`config.mk`:
```
export PLATFORM = sky130hd
export DESIGN_NAME = alu_result_trace_fifo
export DESIGN_NICKNAME = d
export VERILOG_FILES = /design/src/rtl/alu_result_trace_fifo.sv
export SDC_FILE = /design/constraint.sdc
export NUM_CORES = 1
export LEC_CHECK = 0
export ABC_AREA = 1
export BUFFER_PORTS_ARGS = -buffer_cell sky130_fd_sc_hd__buf_2
export CORE_UTILIZATION = 61
export DETAILED_ROUTE_END_ITERATION = 12
export PLACE_DENSITY = 0.82
export SYNTH_ARGS = -nofsm -noshare
export SYNTH_HDL_FRONTEND = slang
export SYNTH_SLANG_ARGS = --single-unit
```
`constraint.sdc`:
```
create_clock -name Clk -period 4.1 [get_ports Clk]
set_input_delay 0.41 -clock Clk [delete_from_list [all_inputs] [get_ports Clk]]
set_output_delay 0.41 -clock Clk [all_outputs]
set_load 0.01 [all_outputs]
```
`src/rtl/alu_result_trace_fifo.sv`:
```
// alu_result_trace_fifo: show-ahead trace FIFO for memory-stage ALU results with drop counting.
// Define TRACE_TIMESTAMP_EN to store a free-running cycle stamp with each entry.
module alu_result_trace_fifo #(
    parameter int DATA_W = 32,
    parameter int DEPTH  = 16,
    parameter int ADDR_W = 4
) (
    input  logic              Clk,
    input  logic              Reset,
    input  logic [DATA_W-1:0] AluResult_Memory,
    input  logic              Result_Valid,
    input  logic              Flush,
    input  logic              Trace_Ready,
    output logic              Trace_Valid,
    output logic [DATA_W-1:0] Trace_Data,
    output logic [31:0]       Trace_Stamp,
    output logic [ADDR_W:0]   Trace_Count,
    output logic              Overflow,
    output logic [15:0]       Drop_Count
);
    logic [DATA_W-1:0] mem [DEPTH];
    logic [ADDR_W-1:0] rd_ptr, wr_ptr;
    logic full, pop, push, drop;

    assign full        = Trace_Count == (ADDR_W+1)'(DEPTH);
    assign Trace_Valid = Trace_Count != '0;
    assign pop         = Trace_Valid & Trace_Ready;
    assign push        = Result_Valid & (!full | pop) & !Flush;
    assign drop        = Result_Valid & full & !pop & !Flush;
    // Head is read straight from storage at the registered read pointer, so
    // Trace_Ready never reaches Trace_Valid or Trace_Data combinationally.
    assign Trace_Data  = mem[rd_ptr];

    always_ff @(posedge Clk) begin
        if (Reset) begin
            rd_ptr      <= '0;
            wr_ptr      <= '0;
            Trace_Count <= '0;
            Overflow    <= 1'b0;
            Drop_Count  <= '0;
        end else if (Flush) begin
            rd_ptr      <= '0;
            wr_ptr      <= '0;
            Trace_Count <= '0;
        end else begin
            if (push) wr_ptr <= wr_ptr + 1'b1;
            if (pop) rd_ptr <= rd_ptr + 1'b1;
            Trace_Count <= Trace_Count + (ADDR_W+1)'(push) - (ADDR_W+1)'(pop);
            if (drop) Overflow <= 1'b1;
            if (drop && Drop_Count != 16'hFFFF) Drop_Count <= Drop_Count + 16'd1;
        end
    end

    always_ff @(posedge Clk) begin
        if (push) mem[wr_ptr] <= AluResult_Memory;
    end

`ifdef TRACE_TIMESTAMP_EN
    logic [31:0] stamp_cnt;
    logic [31:0] stamp_mem [DEPTH];

    assign Trace_Stamp = stamp_mem[rd_ptr];

    always_ff @(posedge Clk) begin
        stamp_cnt <= Reset ? 32'd0 : stamp_cnt + 32'd1;
        if (push) stamp_mem[wr_ptr] <= stamp_cnt;
    end
`else
    assign Trace_Stamp = 32'h0;
`endif
endmodule

```
==> flow_summary.yaml, run 1 <==
run_status:
  status: "finished clean"
critical_path:
  path_cells: "buf_4 > clkinv_1 > buf_4 > nand3_1 > nand2_1 > buf_2"
  rr_startpoint: "Trace_Count[2]"
  crit_slowest_cell: "clkinv_1"
  crit_path_end_kind: "output pin"
  path_class: "flip-flop to output pin"
  slowest_delay_ns: 0.75
  rrSetupSlack_ns: 1.24
  crit_path_frequent_cell: "buf_4"
  startpoint_type: "flip-flop"
  critPathArrivalTime_ns: 2.90
  crit_path_max_fanout: 33
  r2r_end: "mem[8][27]"
  cp.required_ns: 3.69
  r2r.worst_path.cells: 10
floorplanning:
  core_um2: 36800
  chipWidth_um: 196
  num_io_pins: 124
  initial_utilization: 0.623
  rows: 70
  die_area_um2: 38400
  die_h_um: 196
clocking:
  cts_max_level: 2
  clkLatencyLatePin_ns: 0.60
  cts_tree: "done"
  root_buffer: "clkbuf_16"
  path_clk_slew_ns: 0.06
  cts_resized: 0
  cts_made_buffers: 51
  clk_path_buf_depth: 3
  clkSinkCount: 546
  cts_hold_buf: 0
  post_cts_buffers: 0
grt:
  grt_start_max_net_pins: 183
  grt_pass1_wl_um: 77400
  antenna_found_initial: 0
  grtUsageTotal: 0.264
  grt_pass1_vias: 14300
  use_met3: 0.0364
  grtUsageMet1: 0.350
  gr-total-overflow: 0
  grtUsageMet2: 0.446
  grt_busiest_layer: "met2"
power_and_ir_drop:
  ir_worst_vdd_mv: 0.380
  power.density_nw_per_um2: 493
  pwr-share-clk: 0.357
  power_leakage_nw: 9.01
  seqPwrFrac: 0.501
  combPwrFrac: 0.141
  power.switching_mw: 3.22
  p_int_mw: 9.19
  p_sw_frac: 0.259
timing:
  setup_viol: 0
  final_max_slew_viol_count: 0
  worst_pin_slew_ns: 1.19
  max-slew-margin-rel: 0.203
  clock_skew_ns: 0.0207
  fmax_ghz: 0.302
  min_period_ns: 3.31
  hold_violations: 0
  setup_tns_ns: 0
  timing.final.ws_setup_ns: 0.786
  min_period_over_period: 0.808
  rsz0062_at_grt: "no"
min_path:
  min_to: "mem[5][10]"
  hp-class: "primary input to flip-flop"
  worstHoldStart: "AluResult_Memory[10]"
  holdPathStages: 1
routing:
  vias: 14500
  via_per_inst: 5.83
  drc: 0
  wl_per_cell_um: 19.9
  drt_first_iter_violations: 1497
  wl_um: 49600
  final_antenna_net_count: 0
  drt_pass1_iterations: 6
layout:
  num_antenna_cells: 0
  layout-drive-gt1-share: 0.110
  seq_area_um2: 16100
  multi_input_area_um2: 5150
  final_nets: 2029
  nFillCells: 2497
  area_growth_pct: 9.75
synthesis:
  netlist_instances: 1917
  synthTopCellsByArea: "edfxtp_1 (67%), inv_1 (4.7%), nand3_1 (4.5%)"
  synth.avg_cell_area_um2: 12.0
  synth_seq_cells: 546
  synth_cell_types: 30
  synth_area_um2: 22900
  yosysWarnings: 0
  synthDominantAreaCellType: "edfxtp_1"
  synth_top_area_frac: 0.671
  yosysSeqAreaShare: 0.700
placement:
  dp_hpwl_um: 27900
  dp_worst_setup_slack_ns: 1.28
  io_buffers: 91
  gp_routability_congestion: 0.853
job:
  cap_violations: 0
cell usage in the layout, fill, tap and decap left out, drive strengths merged, types with 3 or more instances in the layout:
cell type,instances
inv,289
o211ai,128
conb,32
xnor2,3
nand4,6
ha,12
dfxtp,34
clkinv,29
clkbuf,63
o21ai,138
nand3,206
a21oi,154
nand2,231
buf,118
xor2,8
nor2,51
edfxtp,512
how the worst max path moves through the flow:
stage | slack (ns) | endpoint | cells past startpoint
5_1_grt | 0.70 | Trace_Data[15] | 6
4_1_cts | 0.83 | Trace_Data[11] | 6
3_5_place_dp | 1.28 | Trace_Count[4] | 18
3_3_place_gp | 1.41 | mem[8][0] | 10
6_report | 0.79 | Trace_Data[11] | 6
2_1_floorplan | 1.13 | mem[11][0] | 9
worst max-delay path, delay by kind of cell, from the launching register on:
kind,cells,cell delay (ns)
flip-flops,1,0.31
AND/OR/NAND/NOR,2,0.19
buffers and inverters,4,1.79
metal layers:
| layer | vias to the layer above | wire, um |
|---|---|---|
| li1 | 6782 | - |
| met1 | 7027 | 20200 |
| met2 | 582 | 24800 |
| met3 | 107 | 3190 |
| met4 | 0 | 1440 |
| met5 | - | 0 |
power groups by stage:
| stage | clock (mW) | combinational, mW | sequential [mW] |
|---|---|---|---|
| after floorplan | 0 | 1.34 | 6.31 |
| after global placement | 0 | 1.66 | 6.33 |
| after detailed placement | 0 | 1.73 | 6.34 |
| after CTS | 4.49 | 1.75 | 6.22 |
| after global routing | 4.72 | 1.97 | 6.23 |
| final | 4.43 | 1.75 | 6.22 |
registers in the layout, indices dropped and copies added (netlist names), named ones only:
signal       count
Drop_Count      16
Overflow         1
Trace_Count      5
mem            512
rd_ptr           4
wr_ptr           4
cells by family after synthesis:
group | after synthesis | synth area share
xor gates and xnor gates | 11 | 0.00420
DFF | 546 | 0.700
buffers and inverters | 430 | 0.0853
other | 1 | 0.000164
AOI/OAI and AO/OA | 420 | 0.107
and+or+nand+nor | 496 | 0.0958
adders and majority gates | 13 | 0.00742
cells in the mapped netlist:
cell type and n:
buf_4 40, buf_2 32, nor2_2 1, edfxtp_1 512, nor2_4 2, buf_6 20
nand3b_1 1, dfxtp_1 34, clkbuf_1 34, nand3_1 206, nand2_1 228, xor2_1 8
o21ai_0 138, buf_1 14, ha_1 12, fa_1 1, o211ai_1 128, conb_1 1
clkinv_1 1, nor2_1 47, inv_2 2, nor2_8 1, a21oi_2 6, nand2_2 1
nand4_1 6, a21oi_1 148, nand2_4 2, xnor2_1 3, inv_1 287, nor3_2 1
stage by stage:
step	total power [mW]	hold WS [ns]	cells	utilization	cell area (um^2)
final	12.4	0.206	2488	0.684	25200
after global routing	12.9	0.183	2488	0.684	25200
after CTS	12.5	0.174	2488	0.684	25200
after detailed placement	8.07	0.487	2394	0.642	23600
after global placement	7.99	0.473	2394	0.642	23600
after floorplan	7.65	0.447	1948	-	23000
layout make-up:
cell class                      instances  share of cell area
Clock buffer                           63              0.0534
Clock inverter                         31             0.00816
Inverter                              290              0.0433
Multi-Input combinational cell        972               0.205
Sequential cell                       546               0.639
Tap cell                              468              0.0233
Timing Repair Buffer                  118              0.0286
Note: power is estimated with default switching activity, not from simulation.
==> run 2: changes to the inputs <==
--- a/config.mk
+++ b/config.mk
@@ -7,9 +7,9 @@
 export LEC_CHECK = 0
 export ABC_AREA = 1
 export BUFFER_PORTS_ARGS = -buffer_cell sky130_fd_sc_hd__buf_2
-export CORE_UTILIZATION = 61
+export CORE_UTILIZATION = 55
 export DETAILED_ROUTE_END_ITERATION = 12
-export PLACE_DENSITY = 0.82
+export PLACE_DENSITY = 0.78
 export SYNTH_ARGS = -nofsm -noshare
 export SYNTH_HDL_FRONTEND = slang
 export SYNTH_SLANG_ARGS = --single-unit
==> constraint.sdc (replaced) <==
create_clock -name Clk -period 2.9 [get_ports Clk]
set_input_delay 0.29 -clock Clk [delete_from_list [all_inputs] [get_ports Clk]]
set_output_delay 0.29 -clock Clk [all_outputs]
set_load 0.01 [all_outputs]
==> run 2 against run 1 <==
  * Final cell count increased by 3.7%
  * First-iteration DRC count shrank 11%
  * Clock power grew 62%
  * Largest power group unchanged
  * Worst hold slack got worse by 0.14 ns
  * Cell area rose by 2.7%
==> flow_summary.yaml, run 2 (same netlist as run 1, synthesis figures left out) <==
run_status:
  status: "finished clean"
routing:
  drc: 0
  drt_first_iter_violations: 1335
  final_antenna_net_count: 0
  wl_um: 50500
  vias: 14600
  drt_pass1_iterations: 6
  via_per_inst: 5.66
  wl_per_cell_um: 19.6
layout:
  final_common_cell: "edfxtp_1"
  regMostFlops: "mem"
  final_nets: 2053
  num_antenna_cells: 0
  fin_cells: 2579
  layout-drive-gt1-share: 0.126
  nFillCells: 3015
  area_growth_pct: 12.7
  largest_register_ffs: 512
  reg_top3: "mem (512), Drop_Count (16), Trace_Count (5)"
  finalInstanceArea_um2: 25800
  final_cell_mix: "edfxtp_1 (512), inv_1 (287), nand2_1 (228), nand3_1 (206), a21oi_1 (148)"
floorplanning:
  initial_utilization: 0.560
  die_area_um2: 42500
  rows: 74
  chipWidth_um: 206
  core_um2: 40900
  num_io_pins: 124
  die_h_um: 206
placement:
  dp_hpwl_um: 27700
  dp.cells: 2480
  place_area_um2: 24000
  gp_routability_congestion: 0.819
  io_buffers: 91
power_and_ir_drop:
  power_leakage_nw: 9.30
  pwr-share-clk: 0.386
  combPwrFrac: 0.141
  p_sw_frac: 0.255
  p_int_mw: 13.9
  ir_worst_vdd_mv: 0.559
  power.density_nw_per_um2: 720
  seqPwrFrac: 0.473
  power.switching_mw: 4.74
grt:
  grtUsageTotal: 0.241
  grt_start_max_net_pins: 149
  antenna_found_initial: 1
  gr-total-overflow: 0
  grt_pass1_wl_um: 77400
  grt_pass1_vias: 14100
clocking:
  cts_max_level: 2
  cts_made_buffers: 53
  clkSinkCount: 546
  post_cts_buffers: 0
  clkLatencyLatePin_ns: 0.60
  cts_resized: 0
  root_buffer: "clkbuf_16"
  path_clk_slew_ns: 0.06
  clk_path_buf_depth: 3
  cts_hold_buf: 0
  cts_tree: "done"
timing:
  final_max_slew_viol_count: 0
  clock_skew_ns: 0.0257
  fmax_ghz: 0.370
  worst_pin_slew_ns: 0.965
  rsz0062_at_grt: "no"
  setup_viol: 0
  min_period_over_period: 0.933
  hold_violations: 0
  min_period_ns: 2.71
  max-slew-margin-rel: 0.357
critical_path:
  cp.required_ns: 2.61
  setup.worst_path.end: "Trace_Data[16]"
  crit_path_end_kind: "output pin"
  rr_startpoint: "Trace_Count[3]"
  r2r_end: "Trace_Count[4]"
  r2r.worst_path.cells: 18
  path_class: "flip-flop to output pin"
  rrSetupSlack_ns: 0.20
  crit_path_max_fanout: 148
  startpoint_type: "flip-flop"
  critPathArrivalTime_ns: 2.42
min_path:
  hp-class: "primary input to flip-flop"
  holdPathStages: 1
job:
  cap_violations: 0
-- run 2: cell count changes in the layout (fill, tap and decap cells not counted), sizes merged --
| cell | change |
|---|---|
| buf | +22 |
| bufinv | +7 |
| clkbuf | -2 |
| clkinv | -4 |
| clkinvlp | +2 |
| inv | +2 |
-- run 2: worst min-delay path by stage --
| stage | from | end | slack (ns) |
|---|---|---|---|
| 2_1_floorplan | Reset | Drop_Count[2] | 0.36 |
| 3_3_place_gp | Overflow | Overflow | 0.46 |
| 3_5_place_dp | rd_ptr[2] | flip-flop | 0.47 |
| 4_1_cts | AluResult_Memory[5] | mem[6][5] | 0.04 |
| 5_1_grt | AluResult_Memory[3] | mem[10][3] | 0.06 |
| 6_report | AluResult_Memory[3] | mem[12][3] | 0.07 |
-- run 2: power by group through the flow --
stage	logic [mW]	registers [mW]	clock network, mW
after floorplan	1.89	8.92	0
after global placement	2.50	8.95	0
after detailed placement	2.57	8.96	0
after CTS	2.61	8.79	7.27
after global routing	2.93	8.81	7.58
final	2.62	8.80	7.18
-- run 2: layer usage --
layer | routed length (um) | global-route usage
met2 | 25100 | 0.403
met1 | 20000 | 0.320
met3 | 4040 | 0.0397
met5 | 0 | 0
met4 | 1360 | 0.0811
-- run 2: area by class of cell --
class | count | area [um^2] | area share
flip-flops and latches | 546 | 16100 | 0.622
multi-input cells | 972 | 5150 | 0.200
well taps | 532 | 666 | 0.0258
inverters | 290 | 1090 | 0.0421
repair buffers | 140 | 1030 | 0.0401
clock buffers | 61 | 1400 | 0.0542
clock inverters | 38 | 420 | 0.0163
-- run 2: critical path, cell delays in order (launching register included) --
cell and delay (ns):
dfxtp_4 0.52, buf_16 0.41, a21oi_1 0.14, o21ai_0 0.12
nand3_1 0.13, nand3_1 0.18, nand2_1 0.10, buf_2 0.15
-- run 2: per-stage QoR --
step                      setup WS (ns)  TNS (ns)  utilization  power [mW]  hold WS [ns]
after floorplan                 -0.0664    -26.91            -        10.8         0.359
after global placement            0.324         0        0.586        11.5         0.464
after detailed placement          0.196         0        0.586        11.5         0.473
after CTS                         0.127         0        0.631        18.7        0.0406
after global routing             0.0172         0        0.631        19.3        0.0553
final                             0.194         0        0.631        18.6        0.0689
==> run 3: changes to the inputs <==
--- a/config.mk
+++ b/config.mk
@@ -7,9 +7,10 @@
 export LEC_CHECK = 0
 export ABC_AREA = 1
 export BUFFER_PORTS_ARGS = -buffer_cell sky130_fd_sc_hd__buf_2
-export CORE_UTILIZATION = 55
+export CORE_UTILIZATION = 57
+export CTS_BUF_LIST = sky130_fd_sc_hd__clkbuf_2 sky130_fd_sc_hd__clkbuf_4 sky130_fd_sc_hd__clkbuf_8
 export DETAILED_ROUTE_END_ITERATION = 12
-export PLACE_DENSITY = 0.78
+export PLACE_DENSITY = 0.8
 export SYNTH_ARGS = -nofsm -noshare
 export SYNTH_HDL_FRONTEND = slang
 export SYNTH_SLANG_ARGS = --single-unit
==> run 3 against run 2 <==
  * Critical path depth grew 11
  * Register-to-register slack hardly changed
  * Global-route usage about the same
  * Via count increased by 0.72%
  * Worst hold slack worse by 0.029 ns
  * Sequential share of layout area barely moved
  * Worst setup slack improved by 0.019 ns
  * Routed wire length shrank 3.3%
  * Cell area about the same
  * Die area shrank 3.5%
  * Clock skew fell by 0.00091 ns
  * Critical path type is now flip-flop to flip-flop
==> flow_summary.yaml, run 3 (same netlist as run 1, synthesis figures left out) <==
critical_path:
  crit_path_end_kind: "flip-flop"
  path_cells: "inv_1 > ha_1 > inv_1 > nor3_4 > nand2_1 > nand2_2 > clkinv_1 > ha_1 > inv_1 > ha_1 > inv_1 > fa_1 > inv_1 > a21oi_1 > nor2_1 > nor2_1 > o21ai_0 > a21oi_1"
  crit_path_max_fanout: 3
  rr_startpoint: "Trace_Count[3]"
  slowest_delay_ns: 0.43
  critPathArrivalTime_ns: 3.20
  crit_buf_inv: 6
  cp.required_ns: 3.41
  rrSetupSlack_ns: 0.21
  r2r_end: "Trace_Count[4]"
  cpLargestDelayFamily: "adder cells"
  crit_slowest_cell: "fa_1"
  startpoint_type: "flip-flop"
  r2r.worst_path.cells: 18
  crit_path_frequent_cell: "inv_1"
  path_class: "flip-flop to flip-flop"
min_path:
  min_to: "mem[2][4]"
  holdPathStages: 1
  worstHoldStart: "AluResult_Memory[4]"
  hp-class: "primary input to flip-flop"
placement:
  dp_hpwl_um: 28100
  dp.cells: 2474
  gp_routability_congestion: 0.794
  dp_worst_setup_slack_ns: 0.228
  place_area_um2: 24100
  io_buffers: 91
timing:
  timing.final.ws_setup_ns: 0.213
  clock_skew_ns: 0.0248
  fmax_ghz: 0.372
  setup_tns_ns: 0
  final_max_slew_viol_count: 0
  setup_viol: 0
  min_period_ns: 2.69
  holdWs_ns: 0.0398
  max-slew-margin-rel: 0.573
  min_period_over_period: 0.927
  worst_pin_slew_ns: 0.640
  hold_violations: 0
layout:
  regMostFlops: "mem"
  finalInstanceArea_um2: 25800
  final_cell_mix: "edfxtp_1 (512), inv_1 (287), nand2_1 (227), nand3_1 (206), a21oi_1 (148)"
  layout-drive-gt1-share: 0.146
  reg_top3: "mem (512), Drop_Count (16), Trace_Count (5)"
  fin_cells: 2636
  final_common_cell: "edfxtp_1"
  largest_register_ffs: 512
  nFillCells: 2797
  area_growth_pct: 12.7
  final_nets: 2099
routing:
  final_antenna_net_count: 0
  drt_first_iter_violations: 1430
  drt_pass1_iterations: 6
  via_per_inst: 5.58
  wl_um: 48900
  wl_per_cell_um: 18.5
  vias: 14700
  drc: 0
grt:
  grt_start_max_net_pins: 85
  grt_pass1_wl_um: 76000
  grtUsageMet1: 0.321
  antenna_found_initial: 1
  grt_pass1_vias: 14300
  use_met3: 0.0419
  grt_busiest_layer: "met2"
  grtUsageMet2: 0.397
  grtUsageTotal: 0.241
  gr-total-overflow: 0
clocking:
  clkLatencyLatePin_ns: 0.65
  cts_made_buffers: 86
  path_clk_slew_ns: 0.06
  clkSinkCount: 546
  root_buffer: "clkbuf_8"
  clk_path_buf_depth: 3
  cts_tree: "done"
  cts_max_level: 3
floorplanning:
  num_io_pins: 124
  die_area_um2: 41000
  core_um2: 39700
  die_h_um: 203
  rows: 73
  initial_utilization: 0.577
  chipWidth_um: 203
power_and_ir_drop:
  ir_worst_vdd_mv: 0.421
  power_leakage_nw: 9.33
  power.density_nw_per_um2: 683
job:
  cap_violations: 0
run_status:
  status: "finished clean"
## run 3: cell types whose count changed in the layout (fill, tap and decap cells not counted), sizes merged
cell / before / now
buf: 140 / 142
bufinv: 9 / 2
clkbuf: 61 / 110
clkinv: 25 / 30
clkinvlp: 3 / 4
diode: 0 / 2
dlygate4sd3: 0 / 11
inv: 291 / 292
## run 3: how the worst max path moves through the flow
stage	from	to	slack (ns)	cells past startpoint
finish	Trace_Count[3]	Trace_Count[4]	0.21	18
global route	Trace_Count[3]	Trace_Count[4]	-0.008	18
CTS	flip-flop	Trace_Data[29]	0.10	7
detailed placement	Trace_Count[3]	Trace_Count[4]	0.23	18
global placement	Trace_Count[3]	Trace_Count[4]	0.34	18
floorplan	Trace_Count[2]	mem[11][0]	-0.07	9
## run 3: repair_timing
action                     in CTS  in global routing
hold endpoints to repair      132                  0
buffers inserted                0                  1
setup endpoints to repair       0                  2
hold buffers                   11                  0
gates resized for setup         0                  2
## run 3: layout make-up
type                            instances  area (um^2)  area share
Multi-Input combinational cell        972         5160       0.200
Sequential cell                       546        16100       0.622
Antenna cell                            2         5.00    0.000194
Inverter                              290         1090      0.0421
Tap cell                              525          657      0.0254
Clock buffer                          110         1370      0.0530
Clock inverter                         38          250     0.00969
Timing Repair Buffer                  153         1240      0.0480
## run 3: through the flow
stage	total power, mW	util
6_report	17.7	0.650
5_1_grt	18.4	0.650
4_1_cts	17.7	0.650
3_5_place_dp	11.6	0.606
3_3_place_gp	11.4	0.606
2_1_floorplan	10.8	-
## run 3: worst register-to-register path, cell delays in order, from the launching register on
cell      delay [ns]
dfxtp_1         0.33
inv_1           0.10
ha_1            0.16
inv_1           0.06
nor3_4          0.14
nand2_1         0.12
nand2_2         0.09
clkinv_1        0.08
ha_1            0.27
inv_1           0.05
ha_1            0.16
inv_1           0.06
fa_1            0.43
inv_1           0.11
a21oi_1         0.07
nor2_1          0.09
nor2_1          0.05
o21ai_0         0.13
a21oi_1         0.06
## run 3: layer usage
metal  vias to the layer above  wire (um)
met5                         -          0
met4                         0       1420
met3                       119       3510
met2                       617      23800
met1                      7027      20100
li1                       6935          -
## run 3: power by group
part           switching (mW)  internal (mW)  total, mW
Combinational            1.70          0.953       2.65
Clock                    2.91           3.28       6.19
Sequential              0.110           8.71       8.82
Total                    4.72           12.9       17.7
